### src/rtl/accel_pkg.sv
// rtl/accel_pkg.sv - shared FSM encoding and width defaults for the neuron accumulator
// Contents:
//    ACC_BITS_DEFAULT  default signed accumulator / result width
//    LEN_BITS_DEFAULT  default width of the term-count and neuron-count fields
//    acc_state_t       layer FSM state encoding (IDLE, ACCUM, DRAIN)
package accel_pkg;

   localparam int ACC_BITS_DEFAULT = 36;
   localparam int LEN_BITS_DEFAULT = 10;

   typedef enum logic [1:0] {
      ST_IDLE  = 2'd0,
      ST_ACCUM = 2'd1,
      ST_DRAIN = 2'd2
   } acc_state_t;

endpackage

### src/rtl/sat_adder.sv
// rtl/sat_adder.sv - signed accumulator plus signed addend, saturating to the accumulator range
// Ports:
//    i_acc   [ACC_BITS-1:0]  signed running sum
//    i_add   [IN_BITS-1:0]   signed addend, sign-extended internally
//    o_sum   [ACC_BITS-1:0]  saturated sum
//    o_clip                  high when the true sum lay outside the accumulator range
module sat_adder #(
   parameter int IN_BITS  = 27,
   parameter int ACC_BITS = 36
) (
   input  logic signed [ACC_BITS-1:0] i_acc,
   input  logic signed [IN_BITS-1:0]  i_add,
   output logic signed [ACC_BITS-1:0] o_sum,
   output logic                       o_clip
);

   // One guard bit is enough: |i_add| is always below the accumulator range.
   localparam int W = ACC_BITS + 1;
   localparam logic [ACC_BITS-1:0] SAT_MAX = {1'b0, {(ACC_BITS-1){1'b1}}};
   localparam logic [ACC_BITS-1:0] SAT_MIN = {1'b1, {(ACC_BITS-1){1'b0}}};

   logic [W-1:0] w_acc_ext;
   logic [W-1:0] w_add_ext;
   logic [W-1:0] w_raw;

   assign w_acc_ext = {i_acc[ACC_BITS-1], i_acc};
   assign w_add_ext = {{(W-IN_BITS){i_add[IN_BITS-1]}}, i_add};
   assign w_raw     = w_acc_ext + w_add_ext;

   // Guard bit disagreeing with the result sign bit means the sum left the range.
   assign o_clip = w_raw[W-1] ^ w_raw[W-2];
   assign o_sum  = o_clip ? (w_raw[W-1] ? SAT_MIN : SAT_MAX) : w_raw[ACC_BITS-1:0];

endmodule

### src/rtl/neuron_accumulator.sv
// rtl/neuron_accumulator.sv - per-neuron saturating sum of streamed products for one layer
// Ports:
//    clk_pll, rst_n       clock, asynchronous active-low reset
//    start                layer start pulse (honoured in IDLE with nonzero terms/neurons)
//    terms, neurons       products per neuron, neurons per layer (sampled on start)
//    in_data, in_valid    signed product stream, no backpressure
//    out_data, out_valid, out_ready   neuron result handshake
//    busy, done           layer active, one-cycle end-of-layer pulse
//    overrun, sat         sticky result-lost and saturation flags
module neuron_accumulator
   import accel_pkg::*;
#(
   parameter int NUM_OF_BITS = 27,
   parameter int ACC_BITS    = ACC_BITS_DEFAULT,
   parameter int LEN_BITS    = LEN_BITS_DEFAULT
) (
   input  logic                       clk_pll,
   input  logic                       rst_n,
   input  logic                       start,
   input  logic [LEN_BITS-1:0]        terms,
   input  logic [LEN_BITS-1:0]        neurons,
   input  logic signed [NUM_OF_BITS-1:0] in_data,
   input  logic                       in_valid,
   output logic signed [ACC_BITS-1:0] out_data,
   output logic                       out_valid,
   input  logic                       out_ready,
   output logic                       busy,
   output logic                       done,
   output logic                       overrun,
   output logic                       sat
);

   acc_state_t r_state;
   acc_state_t w_state_next;

   logic [LEN_BITS-1:0]        r_terms;
   logic [LEN_BITS-1:0]        r_neurons;
   logic [LEN_BITS-1:0]        r_term_cnt;
   logic [LEN_BITS-1:0]        r_neuron_cnt;
   logic signed [ACC_BITS-1:0] r_acc;
   logic signed [ACC_BITS-1:0] r_out_data;
   logic                       r_out_valid;
   logic                       r_done;
   logic                       r_overrun;
   logic                       r_sat;

   logic signed [ACC_BITS-1:0] w_sum;
   logic w_clip;
   logic w_start_ok;
   logic w_prod;
   logic w_last_term;
   logic w_last_neuron;
   logic w_xfer;
   logic w_drain_exit;

   sat_adder #(
      .IN_BITS  (NUM_OF_BITS),
      .ACC_BITS (ACC_BITS)
   ) u_sat_adder (
      .i_acc  (r_acc),
      .i_add  (in_data),
      .o_sum  (w_sum),
      .o_clip (w_clip)
   );

   assign w_start_ok    = (r_state == ST_IDLE) && start && (terms != '0) && (neurons != '0);
   assign w_prod        = (r_state == ST_ACCUM) && in_valid;
   // Counters run 0..count-1, so a full-scale count never wraps.
   assign w_last_term   = w_prod && (r_term_cnt == r_terms - LEN_BITS'(1));
   assign w_last_neuron = (r_neuron_cnt == r_neurons - LEN_BITS'(1));
   assign w_xfer        = r_out_valid && out_ready;
   assign w_drain_exit  = (r_state == ST_DRAIN) && (!r_out_valid || out_ready);

   // State register
   always_ff @(posedge clk_pll or negedge rst_n) begin
      if (!rst_n) begin
         r_state <= ST_IDLE;
      end else begin
         r_state <= w_state_next;
      end
   end

   // Next-state logic
   always_comb begin
      w_state_next = r_state;
      case (r_state)
         ST_IDLE:  if (w_start_ok) w_state_next = ST_ACCUM;
         ST_ACCUM: if (w_last_term && w_last_neuron) w_state_next = ST_DRAIN;
         ST_DRAIN: if (w_drain_exit) w_state_next = ST_IDLE;
         default:  w_state_next = ST_IDLE;
      endcase
   end

   // Outputs
   always_comb begin
      busy      = (r_state != ST_IDLE);
      done      = r_done;
      out_data  = r_out_data;
      out_valid = r_out_valid;
      overrun   = r_overrun;
      sat       = r_sat;
   end

   // Datapath: accumulator, counters, result register and sticky flags
   always_ff @(posedge clk_pll or negedge rst_n) begin
      if (!rst_n) begin
         r_terms      <= '0;
         r_neurons    <= '0;
         r_term_cnt   <= '0;
         r_neuron_cnt <= '0;
         r_acc        <= '0;
         r_out_data   <= '0;
         r_out_valid  <= 1'b0;
         r_done       <= 1'b0;
         r_overrun    <= 1'b0;
         r_sat        <= 1'b0;
      end else begin
         r_done <= w_drain_exit;

         if (w_start_ok) begin
            r_terms      <= terms;
            r_neurons    <= neurons;
            r_acc        <= '0;
            r_term_cnt   <= '0;
            r_neuron_cnt <= '0;
            r_overrun    <= 1'b0;
            r_sat        <= 1'b0;
         end else if (w_prod) begin
            if (w_clip) r_sat <= 1'b1;
            if (w_last_term) begin
               // Clear now so the next product starts a fresh neuron without a bubble.
               r_acc        <= '0;
               r_term_cnt   <= '0;
               r_neuron_cnt <= r_neuron_cnt + LEN_BITS'(1);
            end else begin
               r_acc      <= w_sum;
               r_term_cnt <= r_term_cnt + LEN_BITS'(1);
            end
         end

         // A new result always wins over a same-edge transfer; it only counts
         // as lost when the held result was never taken.
         if (w_last_term) begin
            r_out_data  <= w_sum;
            r_out_valid <= 1'b1;
            if (r_out_valid && !out_ready) r_overrun <= 1'b1;
         end else if (w_xfer) begin
            r_out_valid <= 1'b0;
         end
      end
   end

endmodule

### config.mk
export PLATFORM = sky130hd
export DESIGN_NAME = neuron_accumulator
export DESIGN_NICKNAME = d
export VERILOG_FILES = /design/src/rtl/accel_pkg.sv /design/src/rtl/sat_adder.sv /design/src/rtl/neuron_accumulator.sv
export SDC_FILE = /design/constraint.sdc
export NUM_CORES = 1
export LEC_CHECK = 0
export BUFFER_PORTS_ARGS = -buffer_cell sky130_fd_sc_hd__buf_2
export CORE_ASPECT_RATIO = 0.75
export CORE_MARGIN = 3
export CORE_UTILIZATION = 64
export DETAILED_ROUTE_END_ITERATION = 8
export GPL_TIMING_DRIVEN = 0
export PLACE_DENSITY = 0.87
export REMOVE_ABC_BUFFERS = 1
export SLEW_MARGIN = 20
export SYNTH_ARGS = -nofsm -noshare
export SYNTH_HDL_FRONTEND = slang
export SYNTH_SLANG_ARGS = --single-unit
### constraint.sdc
create_clock -name clk_pll -period 7.12 [get_ports clk_pll]
set_clock_uncertainty 0.15 [all_clocks]
set_input_delay 1.424 -clock clk_pll [delete_from_list [all_inputs] [get_ports clk_pll]]
set_output_delay 1.424 -clock clk_pll [all_outputs]
set_load 0.02 [all_outputs]
; Word level (Yosys, flattened, before mapping)
; Cells that the tools add are included.
[totals]
out_inout_bits = 41
inputBits = 52
reg_bits = 118
word_cells = 70
[classes]
addsub = 5
n_reduce_logical = 23
eq_ne = 7
bitwise_logic = 1
mux = 23
[op_table]
columns = cell, count
row1 = 2-to-1 mux 36 bit, 5
row2 = 2-to-1 mux 10 bit, 6
row3 = adder 36 x 27 -> 37 bit, 1
row4 = adder 10 x 1 -> 10 bit (second input constant), 2
row5 = equality test 10 bit, 2
row6 = nonzero test 10 bit, 2
row7 = subtractor 10 x 1 -> 10 bit (second input constant), 2
row8 = nonzero test 2 bit, 5
row9 = logical AND 1 bit, 9
row10 = 2-to-1 mux 1 bit, 8
row11 = 2-to-1 mux 2 bit, 3
row12 = case mux 2 bit (3 select lines), 1
row13 = inequality test 2 bit (second input constant), 2
row14 = AND reduction 2 bit, 2
row15 = AND reduction 3 bit, 1
row16 = equality test 2 x 1 -> 1 bit (second input constant), 1
row17 = equality test 2 bit (second input constant), 1
row18 = logical NOT 1 bit, 2
row19 = logical NOT 2 bit, 1
row20 = inequality test 2 x 1 -> 1 bit (second input constant), 1
row21 = logical OR 1 bit, 1
row22 = XOR 1 bit, 1

; Depth between registers and ports, before layout
; Gate-level depths: netlist of the first run.
[logic_depth]
word_depth = 7
ltp_mapped = 13
ltp_nobuf = 11

; Modules after synthesis
; A second synthesis of the first run with hierarchy kept.
[unflattened]
cells_unflattened = 812
area_unflattened_um2 = 7890.1
[modules_own_cells]
columns = module, seq_area_each_um2, cells_each, area_each_um2, n_inst
row1 = neuron_accumulator, 2952.8, 483, 5456.5, 1
row2 = sat_adder, 0.0, 329, 2433.6, 1

; Worst setup path after synthesis of the first run
; OpenSTA, ideal clock, no wires.
[synth_path]
kind = input port to flip-flop
from = in in_data[0]
to = reg r_acc[20]
setup_ns = 0.125
t_arrival_ns = 3.909
path_stages = 13
slack_ns = 2.936
cell_sequence = ha_1 fa_1 a21o_1 nand3_1 a31oi_2 nor3b_2 o21ai_2 a211o_1 or2_1 buf_4 buf_6 a21oi_1 o21ai_1
[synth_via]
elab_chain_cells = 6
[synth_lines]
columns = element, line_no
row1 = "start, declared", neuron_accumulator.sv:22  ; input logic signed [NUM_OF_BITS-1:0] in_data,
row2 = adder 36 x 27 -> 37 bit *, sat_adder.sv:28  ; assign w_raw = w_acc_ext + w_add_ext;
row3 = 2-to-1 mux 36 bit or XOR 1 bit (tied branches), "sat_adder.sv:32, sat_adder.sv:31"
row4 = 2-to-1 mux 36 bit *, sat_adder.sv:32  ; assign o_sum = o_clip ? (w_raw[W-1] ? SAT_MIN : SAT_MAX) : w_raw[ACC_BITS-1:0];
row5 = 2-to-1 mux 36 bit *, neuron_accumulator.sv:130  ; if (w_last_term) begin
row6 = 2-to-1 mux 36 bit *, neuron_accumulator.sv:128  ; end else if (w_prod) begin
row7 = 2-to-1 mux 36 bit *, neuron_accumulator.sv:120  ; if (w_start_ok) begin
row8 = "end signal, assigned", neuron_accumulator.sv:136  ; r_acc <= w_sum;
row9 = "end, declared", neuron_accumulator.sv:40  ; logic signed [ACC_BITS-1:0] r_acc;
; Mark *: on every way between the ends. The rest lies on a longest branch, timed or not. The select of a mux whose other input is x is not followed.
; A chain may end at the register's enable or synchronous reset.

; Worst setup path after layout of the first run
[layout_path]
from = in in_data[9]
to = reg r_acc[22]
; The elaborated chain is that of the path after synthesis.

==> results.json, run 1 <==
{
  "yosys_register_bits": 118,
  "antenna_found_initial": 0,
  "synth_top_family_by_area": "simple AND/OR/NAND/NOR gates",
  "grt_pass1_vias": 6578,
  "yosys-mux-area-fraction": 0.007380,
  "startpoint_type": "input pin",
  "vias": 7001,
  "drt-initial-drc-count": 571,
  "yosysSeqAreaShare": 0.3958,
  "p_sw_frac": 0.4530,
  "final_common_cell": "nand2_1",
  "ys.flop_type": "dfrtp_1",
  "avgSynthCellArea_um2": 8.410,
  "grt.total_usage": 0.3185,
  "syn_to_final_growth_pct": 15.20,
  "synth-edff-count": 0,
  "highest_layer": "met4",
  "cts_buffers": 17,
  "grt_pass1_wl_mm": 32.71,
  "grt_max_degree": 64,
  "endpoint_kind": "register",
  "die_w_um": 130.7,
  "wl_met3_mm": 1.718,
  "ant_nets": 0,
  "pwr-share-comb": 0.518,
  "final_hold_viol_count": 0,
  "power_frac_seq": 0.264,
  "critPathArrivalTime_ns": 5.22,
  "core.rowCount": 33,
  "dieHeight_um": 99.50,
  "synth_area_um2": 7460,
  "worstMarginPinSlew_ns": 1.125,
  "crit_cells": 11,
  "ioPinCount": 93,
  "peakVddDrop_v": 0.0003064,
  "core_area_um2": 11150,
  "async_reset_ff_frac": 1.000,
  "maxCapViolCount": 0,
  "die_area_um2": 13000,
  "synth_compound_area_frac": 0.1850,
  "gp_routability_congestion": 0.9906,
  "crit_fanout": 25,
  "vias_per_cell": 6.285,
  "critPathBufInv": 1,
  "n_fill_cell": 797,
  "clock_sinks": 118,
  "synth_xor_area_frac": 0.08319,
  "powerDensity_nw_per_um2": 469.7,
  "num_antenna_cells": 0,
  "yosysWarnings": 0,
  "post_cts_buffers": 0,
  "cts_buffer_depth": 2,
  "crit_type": "in -> reg",
  "whs_path_depth": 2,
  "max_slew_margin": 0.2500,
  "ctsResizeCount": 0,
  "outcome": "finished, final reports clean",
  "path_cells": "buf_2 -> ha_1 -> nand4_1 -> or3_1 -> a31oi_2 -> nor3b_2 -> o21ai_2 -> a211o_1 -> and2_1 -> nand2_1 -> o211ai_1",
  "cts_root_buf": "clkbuf_16",
  "slowest_delay_ns": 0.88,
  "clock_power_share": 0.218,
  "crit_required_ns": 7.29,
  "routed_wirelength_mm": 20.19,
  "final_nets": 1054,
  "clkLatencyLatePin_ns": 0.42,
  "finalSetupViolCount": 0,
  "drive_gt1_frac": 0.1530,
  "synth_adder_area_share": 0.07112,
  "leakage_nw": 4.061,
  "path_clk_slew_ns": 0.06,
  "wl_met1_mm": 8.990,
  "fin_crit_sh": 0.7098,
  "htreeDepth": 4,
  "cpLargestDelayFamily": "simple AND/OR/NAND/NOR gates",
  "finalMaxSlewViolations": 0,
  "reg2regPathDepth": 10,
  "grt_overflow_total": 0,
  "fin_tns_setup_ns": 0,
  "rsz0062_at_grt": "false",
  "wl_met2_mm": 8.979,
  "dpl.cell_count": 1082,
  "clock.fmax_mhz": 197.9,
  "ctsHoldBuffers": 0,
  "drt_first_pass_iters": 5,
  "worstHoldPathType": "reg -> reg",
  "synth_cell_types": 72,
  "netSwitchingPower_mw": 1.828,
  "min_period_ns": 5.054,
  "drc_errors": 0,
  "io_buffers": 92,
  "cts_tree": "yes",
  "synthCells": 887,
  "p_int_mw": 2.208,
  "slowest_stage": "and2_1",
  "initial_core_util": 0.6691,
  "post_drt_wl_per_cell_um": 18.12,
  "place.detailed.hpwl_mm": 13.73,
  "final_cell_mix": "182 x nand2_1, 118 x dfrtp_1, 91 x buf_2",
  "synthSimpleGateAreaFrac": 0.2214,
  "fin_cells": 1114
}
[area by class of cell]
cell class	instances	area (um2)	share of cell area
flip-flops and latches	118	2953	0.3436
clock buffers	20	446.7	0.05198
well taps	140	175.2	0.02038
inverters	16	60.06	0.006989
multi-input cells	712	4269	0.4968
repair buffers	96	536.8	0.06246
clock inverters	12	152.6	0.01776
[cell families (layout without fill, tap and decap cells)]
| family | count (synthesis) | in the layout |
|---|---|---|
| buffers and inverters | 57 | 144 |
| multiplexers | 5 | 5 |
| AO/OA/AOI/OAI | 230 | 230 |
| flip-flops | 118 | 118 |
| AND/OR/NAND/NOR | 365 | 365 |
| XOR/XNOR | 70 | 70 |
| adder cells (fa/ha/maj) | 42 | 42 |
[Yosys cell counts, drive strengths merged, types with 3 or more instances]
| cell | instances | area, um2 |
|---|---|---|
| a21oi | 67 | 335.3 |
| nor4 | 6 | 37.54 |
| and2 | 4 | 27.53 |
| nand2 | 183 | 689.4 |
| or3 | 4 | 25.02 |
| xnor2 | 39 | 349.1 |
| ha | 40 | 500.5 |
| mux2 | 4 | 45.04 |
| a211oi | 4 | 30.03 |
| o31ai | 5 | 37.54 |
| buf | 16 | 115.1 |
| a211o | 3 | 26.28 |
| nand3 | 25 | 125.1 |
| nor3b | 6 | 50.05 |
| a22o | 5 | 43.79 |
| and3 | 7 | 43.79 |
| nand4 | 16 | 106.4 |
| a31oi | 9 | 62.56 |
| inv | 16 | 60.06 |
| o41ai | 3 | 33.79 |
| nand2b | 5 | 31.28 |
| a2111oi | 5 | 51.30 |
| nor3 | 16 | 91.34 |
| or2 | 3 | 18.77 |
| a21o | 5 | 37.54 |
| xor2 | 31 | 271.5 |
| nor2 | 78 | 302.8 |
| nand3b | 3 | 26.27 |
| o211ai | 9 | 67.56 |
| dfrtp | 118 | 2953 |
| o21bai | 5 | 37.54 |
| o21ai | 91 | 459.2 |
| nor4b | 3 | 32.53 |
| o21a | 5 | 37.54 |
| clkbuf | 25 | 93.84 |
[metal layers]
layer | track usage | up-vias
met4 | 0.1043 | 0
li1 | - | 3264
met2 | 0.4751 | 335
met5 | 0 | -
met1 | 0.4560 | 3347
met3 | 0.08266 | 55
[worst min-delay path: stages (launching register included)]
cell and delay, ns:
dfrtp_1 0.33, nand2_1 0.05, o21ai_0 0.06
[power by group through the flow]
stage | Sequential, mW | Combinational (mW) | Clock [mW]
after global routing | 1.09 | 2.32 | 0.908
after global placement | 1.06 | 1.94 | 0
final | 1.07 | 2.09 | 0.880
after detailed placement | 1.06 | 2.01 | 0
after CTS | 1.06 | 2.05 | 0.881
after floorplan | 1.11 | 1.43 | 0
[state kept, by name, indices dropped and copies added, names as in the netlist]
signal / cells
r_state: 2
r_term_cnt: 10
sat: 1
out_valid: 1
r_neurons: 10
done: 1
overrun: 1
r_neuron_cnt: 10
r_terms: 10
out_data: 36
r_acc: 36
[metrics by stage]
stage / power, mW / utilization / area [um2] / hold WS, ns / setup slack, ns
3_3_place_gp: 3.002 / 0.7074 / 7886 / 0.3054 / 0.5842
6_report: 4.036 / 0.7708 / 8593 / 0.3265 / 2.066
4_1_cts: 3.989 / 0.7704 / 8588 / 0.3264 / 2.189
5_1_grt: 4.317 / 0.7708 / 8593 / 0.3477 / 1.835
3_5_place_dp: 3.079 / 0.7166 / 7989 / 0.3151 / 1.752
2_1_floorplan: 2.539 / - / 7251 / 0.2801 / 2.279
[path summary, 6_finish.rpt]
path                       slack (ns)         start      endpoint
min in group asynchronous        0.80         rst_n  out_data[18]
setup / recovery                 2.07    in_data[9]     r_acc[22]
max in group asynchronous        5.34         rst_n     r_acc[31]
hold reg to reg                  0.33  out_data[34]  out_data[34]
hold / removal                   0.33  out_data[34]  out_data[34]
setup reg to reg                 2.78      r_acc[9]     r_acc[22]
Power figures use the tool's default switching activity.
==> inputs of run 2 (changes only) <==
--- a/config.mk
+++ b/config.mk
@@ -5,13 +5,14 @@
 export SDC_FILE = /design/constraint.sdc
 export NUM_CORES = 1
 export LEC_CHECK = 0
+export ABC_AREA = 1
 export BUFFER_PORTS_ARGS = -buffer_cell sky130_fd_sc_hd__buf_2
 export CORE_ASPECT_RATIO = 0.75
 export CORE_MARGIN = 3
-export CORE_UTILIZATION = 64
+export CORE_UTILIZATION = 54
 export DETAILED_ROUTE_END_ITERATION = 8
 export GPL_TIMING_DRIVEN = 0
-export PLACE_DENSITY = 0.87
+export PLACE_DENSITY = 0.77
 export REMOVE_ABC_BUFFERS = 1
 export SLEW_MARGIN = 20
 export SYNTH_ARGS = -nofsm -noshare
==> constraint.sdc (replaced) <==
create_clock -name clk_pll -period 4.5 [get_ports clk_pll]
set_clock_uncertainty 0.15 [all_clocks]
set_input_delay 0.9 -clock clk_pll [delete_from_list [all_inputs] [get_ports clk_pll]]
set_output_delay 0.9 -clock clk_pll [all_outputs]
set_load 0.02 [all_outputs]
==> results.json, run 2 <==
{
  "grt_max_degree": 65,
  "yosysWarnings": 0,
  "final_hold_viol_count": 0,
  "peakVddDrop_v": 0.0004163,
  "drt-initial-drc-count": 614,
  "clock.fmax_mhz": 265.3,
  "synth.most_common_cell": "nand2_1",
  "die_area_um2": 16910,
  "crit_required_ns": 4.63,
  "p_int_mw": 3.859,
  "dieHeight_um": 113.4,
  "netSwitchingPower_mw": 3.585,
  "synth_top_area_frac": 0.3556,
  "power_frac_seq": 0.247,
  "fin_crit_sh": 0.8377,
  "async_reset_ff_frac": 1.000,
  "grt.total_usage": 0.2659,
  "yosys-mux-area-fraction": 0,
  "powerDensity_nw_per_um2": 783.2,
  "rr_endpoint": "r_term_cnt[4]",
  "ctsHoldBuffers": 0,
  "rsz0062_at_grt": "false",
  "place_area_um2": 8897,
  "synth_cell_types": 44,
  "synth_xor_area_frac": 0.06751,
  "finalSetupViolCount": 0,
  "syn_to_final_growth_pct": 14.47,
  "htreeDepth": 4,
  "cts_buffer_depth": 2,
  "post_cts_buffers": 0,
  "outcome": "finished, final reports clean",
  "final_common_cell": "nand2_1",
  "reg2reg_slack_ns": 0.73,
  "yosys-top-cells-count": "444 x nand2_1, 118 x dfrtp_1, 111 x inv_1, 87 x nor2_1, 62 x nand3_1",
  "final_nets": 1349,
  "avgSynthCellArea_um2": 7.097,
  "ioPinCount": 93,
  "io_buffers": 92,
  "antenna_found_initial": 0,
  "synth_compound_area_frac": 0.1047,
  "die_w_um": 149.2,
  "max_slew_margin": 0.3808,
  "worstHoldPathType": "in -> async",
  "synthCells": 1170,
  "drt_first_pass_iters": 5,
  "leakage_nw": 5.052,
  "clkLatencyLatePin_ns": 0.42,
  "gp_routability_congestion": 0.9359,
  "n_fill_cell": 1353,
  "synth_area_um2": 8303,
  "synth.area.top_cells": "dfrtp_1 36%, nand2_1 20%, ha_1 6.0%",
  "startpoint_type": "register",
  "synthSimpleGateAreaFrac": 0.3353,
  "fin_tns_setup_ns": 0,
  "synth_top_cell_by_area": "dfrtp_1",
  "drive_gt1_frac": 0.1450,
  "final_cell_mix": "443 x nand2_1, 118 x dfrtp_1, 110 x inv_1",
  "ctsResizeCount": 0,
  "num_antenna_cells": 0,
  "critPathArrivalTime_ns": 3.90,
  "p_sw_frac": 0.4816,
  "crit_fanout": 42,
  "cts_tree": "yes",
  "endpoint_kind": "register",
  "drc_errors": 0,
  "yosys_register_bits": 118,
  "min_period_ns": 3.770,
  "fin_area_um2": 9504,
  "maxCapViolCount": 0,
  "routed_wirelength_mm": 21.72,
  "cts_buffers": 17,
  "postLayoutSetupSlackWorst_ns": 0.7303,
  "place.detailed.hpwl_mm": 16.04,
  "cts_root_buf": "clkbuf_16",
  "worstMarginPinSlew_ns": 0.9266,
  "synth_top_family_by_area": "simple AND/OR/NAND/NOR gates",
  "reg2regPathDepth": 14,
  "initial_core_util": 0.5633,
  "pwr-share-comb": 0.568,
  "crit_type": "reg -> reg",
  "ys.flop_type": "dfrtp_1",
  "holdWs_ns": 0.2908,
  "synth_adder_area_share": 0.06269,
  "grt_overflow_total": 0,
  "grt_pass1_vias": 7199,
  "vias": 7729,
  "clock_sinks": 118,
  "ant_nets": 0,
  "reg2reg_from": "r_terms[0]",
  "yosysSeqAreaShare": 0.3556,
  "core.rowCount": 38,
  "vias_per_cell": 5.261,
  "core_area_um2": 14740,
  "p_total_mw": 7.443,
  "preCtsSetupSlack_ns": 0.4105,
  "post_drt_wl_per_cell_um": 14.78,
  "clock_power_share": 0.185,
  "path_clk_slew_ns": 0.05,
  "finalMaxSlewViolations": 0,
  "grt_pass1_wl_mm": 36.14,
  "synth-edff-count": 0
}
-- run 2: stage by stage --
stage | instances | util
finish | 1469 | 0.6448
global route | 1469 | 0.6448
CTS | 1469 | 0.6447
detailed placement | 1437 | 0.6037
global placement | 1435 | 0.5986
floorplan | 1143 | -
-- run 2: critical path, stage by stage (launching register included) --
cell	delay [ns]
dfrtp_1	0.42
inv_1	0.09
ha_1	0.17
inv_1	0.06
nor2_1	0.23
nand2_1	0.17
nand2_1	0.10
nand2_1	0.05
nor3_1	0.27
nand4_4	0.61
nand2_2	0.69
nor2_4	0.25
buf_16	0.23
nand3_1	0.07
o21ai_0	0.08
-- run 2: metal layers --
layer	part of all wire	track usage
met3	0.072	0.05878
met4	0.011	0.05854
met5	0	0
met2	0.39	0.3634
met1	0.53	0.4269
-- run 2: cells by family after synthesis --
kind of cell,count (synthesis)
simple gates,662
compound gates,145
buf+inv,140
flops,118
xor+xnor,64
fa+ha+maj,41
-- run 2: how the worst max path moves through the flow --
stage               startpoint            end  slack [ns]
finish              r_terms[0]  r_term_cnt[4]        0.73
global placement    neurons[1]  r_term_cnt[6]       -0.28
detailed placement    terms[1]  r_term_cnt[4]        0.41
global route        r_terms[0]  r_term_cnt[4]        0.29
CTS                 r_terms[0]  r_term_cnt[4]        0.75
floorplan             terms[1]  r_term_cnt[4]        1.07
-- run 2: area by class of cell --
class                   count  area [um2]  share of cell area
inverters                 113       424.2             0.04463
flip-flops and latches    118        2953              0.3107
repair buffers             94       521.8             0.05490
clock inverters            11       123.9             0.01303
clock buffers              21       480.5             0.05055
well taps                 200       250.2             0.02633
multi-input cells         912        4751              0.4999
-- run 2: power groups by stage --
stage	clock network, mW	registers [mW]	logic, mW
floorplan	0	1.96	2.98
global placement	0	1.83	4.05
detailed placement	0	1.84	4.14
CTS	1.40	1.84	4.18
global route	1.44	1.91	4.73
finish	1.38	1.84	4.22
==> inputs of run 3 (changes only) <==
--- a/config.mk
+++ b/config.mk
@@ -9,10 +9,10 @@
 export BUFFER_PORTS_ARGS = -buffer_cell sky130_fd_sc_hd__buf_2
 export CORE_ASPECT_RATIO = 0.75
 export CORE_MARGIN = 3
-export CORE_UTILIZATION = 54
+export CORE_UTILIZATION = 60
 export DETAILED_ROUTE_END_ITERATION = 8
 export GPL_TIMING_DRIVEN = 0
-export PLACE_DENSITY = 0.77
+export PLACE_DENSITY = 0.81
 export REMOVE_ABC_BUFFERS = 1
 export SLEW_MARGIN = 20
 export SYNTH_ARGS = -nofsm -noshare
==> constraint.sdc (replaced) <==
create_clock -name clk_pll -period 3.8 [get_ports clk_pll]
set_clock_uncertainty 0.15 [all_clocks]
set_input_delay 0.76 -clock clk_pll [delete_from_list [all_inputs] [get_ports clk_pll]]
set_output_delay 0.76 -clock clk_pll [all_outputs]
set_load 0.02 [all_outputs]
==> results.json, run 3 (same netlist as run 2, synthesis figures left out) <==
{
  "final_nets": 1350,
  "grt_pass1_vias": 7191,
  "antenna_found_initial": 0,
  "final_cell_mix": "443 x nand2_1, 118 x dfrtp_1, 110 x inv_1",
  "drc_errors": 0,
  "crit_type": "in -> reg",
  "post_drt_wl_per_cell_um": 15.59,
  "die_area_um2": 15300,
  "crit_required_ns": 3.96,
  "path_clk_slew_ns": 0.06,
  "fin_tns_setup_ns": 0,
  "dpl.cell_count": 1408,
  "clkLatencyLatePin_ns": 0.42,
  "endpoint_kind": "register",
  "min_period_ns": 3.565,
  "initial_core_util": 0.6270,
  "fin_cells": 1441,
  "worstHoldPathType": "in -> async",
  "final_hold_viol_count": 0,
  "syn_to_final_growth_pct": 14.56,
  "die_w_um": 141.8,
  "vias_per_cell": 5.513,
  "finalSetupViolCount": 0,
  "rsz0062_at_grt": "false",
  "num_antenna_cells": 0,
  "place.detailed.hpwl_mm": 15.57,
  "cts_tree": "yes",
  "crit_fanout": 28,
  "routed_wirelength_mm": 22.47,
  "vias": 7944,
  "htreeDepth": 4,
  "dieHeight_um": 107.9,
  "cts_buffer_depth": 2,
  "place_area_um2": 8861,
  "ioPinCount": 93,
  "grt_max_degree": 66,
  "holdWs_ns": 0.1423,
  "powerDensity_nw_per_um2": 949.8,
  "io_buffers": 92,
  "finalMaxSlewViolations": 0,
  "grt_pass1_wl_mm": 35.13,
  "startpoint_type": "input pin",
  "outcome": "finished, final reports clean",
  "startpoint": "in_data[0]",
  "drive_gt1_frac": 0.1465,
  "final_common_cell": "nand2_1",
  "critPathArrivalTime_ns": 3.72,
  "drt_first_pass_iters": 5,
  "clock_sinks": 118,
  "grt_overflow_total": 0,
  "core.rowCount": 36,
  "cts_buffers": 17,
  "worstMarginPinSlew_ns": 0.9003,
  "reg2reg_from": "r_terms[0]",
  "clock.fmax_mhz": 280.5,
  "gp_routability_congestion": 0.9667,
  "leakage_nw": 5.076,
  "cts_root_buf": "clkbuf_16",
  "fin_crit_sh": 0.9382,
  "max_slew_margin": 0.3983,
  "fin_util": 0.7183,
  "peakVddDrop_v": 0.0005546,
  "ant_nets": 0,
  "core_area_um2": 13240,
  "fin_area_um2": 9512,
  "drt-initial-drc-count": 693,
  "maxCapViolCount": 0,
  "grt.total_usage": 0.2843
}
-- run 3: final cells by class --
class | instances | area [um2]
clock buffers | 18 | 439.2
clock inverters | 14 | 186.4
fillers | 1109 | 3731
inverters | 113 | 424.2
multi-input cells | 913 | 4773
flip-flops and latches | 118 | 2953
well taps | 171 | 214.0
repair buffers | 94 | 521.8
-- run 3: repair_timing --
item	in CTS	in global routing
setup buffers	0	0
resized for setup	0	2
hold endpoints to repair	0	0
hold buffers	0	0
endpoints found under the setup margin	0	41
-- run 3: worst max-delay path, cell delays in order --
cell and delay, ns:
buf_2 0.11, ha_1 0.25, fa_1 0.46, nand2_1 0.09, nand2_1 0.05, o21ai_1 0.21
inv_1 0.12, nand2_1 0.11, nand3_2 0.15, nand2_2 0.12, nand2_1 0.09, nand2_1 0.11
nand2_4 0.10, nor2_8 0.51, o21ai_0 0.28, nand2_1 0.13, nand2_1 0.05
-- run 3: final timing paths --
check	slack, ns	cells after the start	to
worst max-delay path	0.23	17	r_acc[33]
worst min-delay path	0.14	1	r_terms[2]
worst max register to register	0.26	14	r_acc[27]
worst min register to register	0.32	2	out_data[21]
max in group asynchronous	2.67	2	r_acc[26]
min in group clk_pll	0.32	2	out_data[21]
-- run 3: stage by stage --
stage / power (mW) / setup slack [ns]
5_1_grt: 9.681 / 0.05702
3_5_place_dp: 7.055 / -0.1853
2_1_floorplan: 5.856 / 0.5146
4_1_cts: 8.877 / 0.06511
3_3_place_gp: 6.905 / -0.8284
6_report: 9.034 / 0.2347
-- run 3: where the power goes --
part	leakage, nW	internal [mW]	switching, mW
registers	1.50	1.79	0.388
clock network	0.301	1.07	0.668
logic	3.28	1.75	3.37
-- run 3: routing by layer --
metal	share of wire	vias up	GRT usage
li1	-	3906	-
met1	0.49	3725	0.4341
met2	0.43	294	0.4330
met3	0.070	19	0.04396
met4	0.0077	0	0.04589
met5	0	-	0
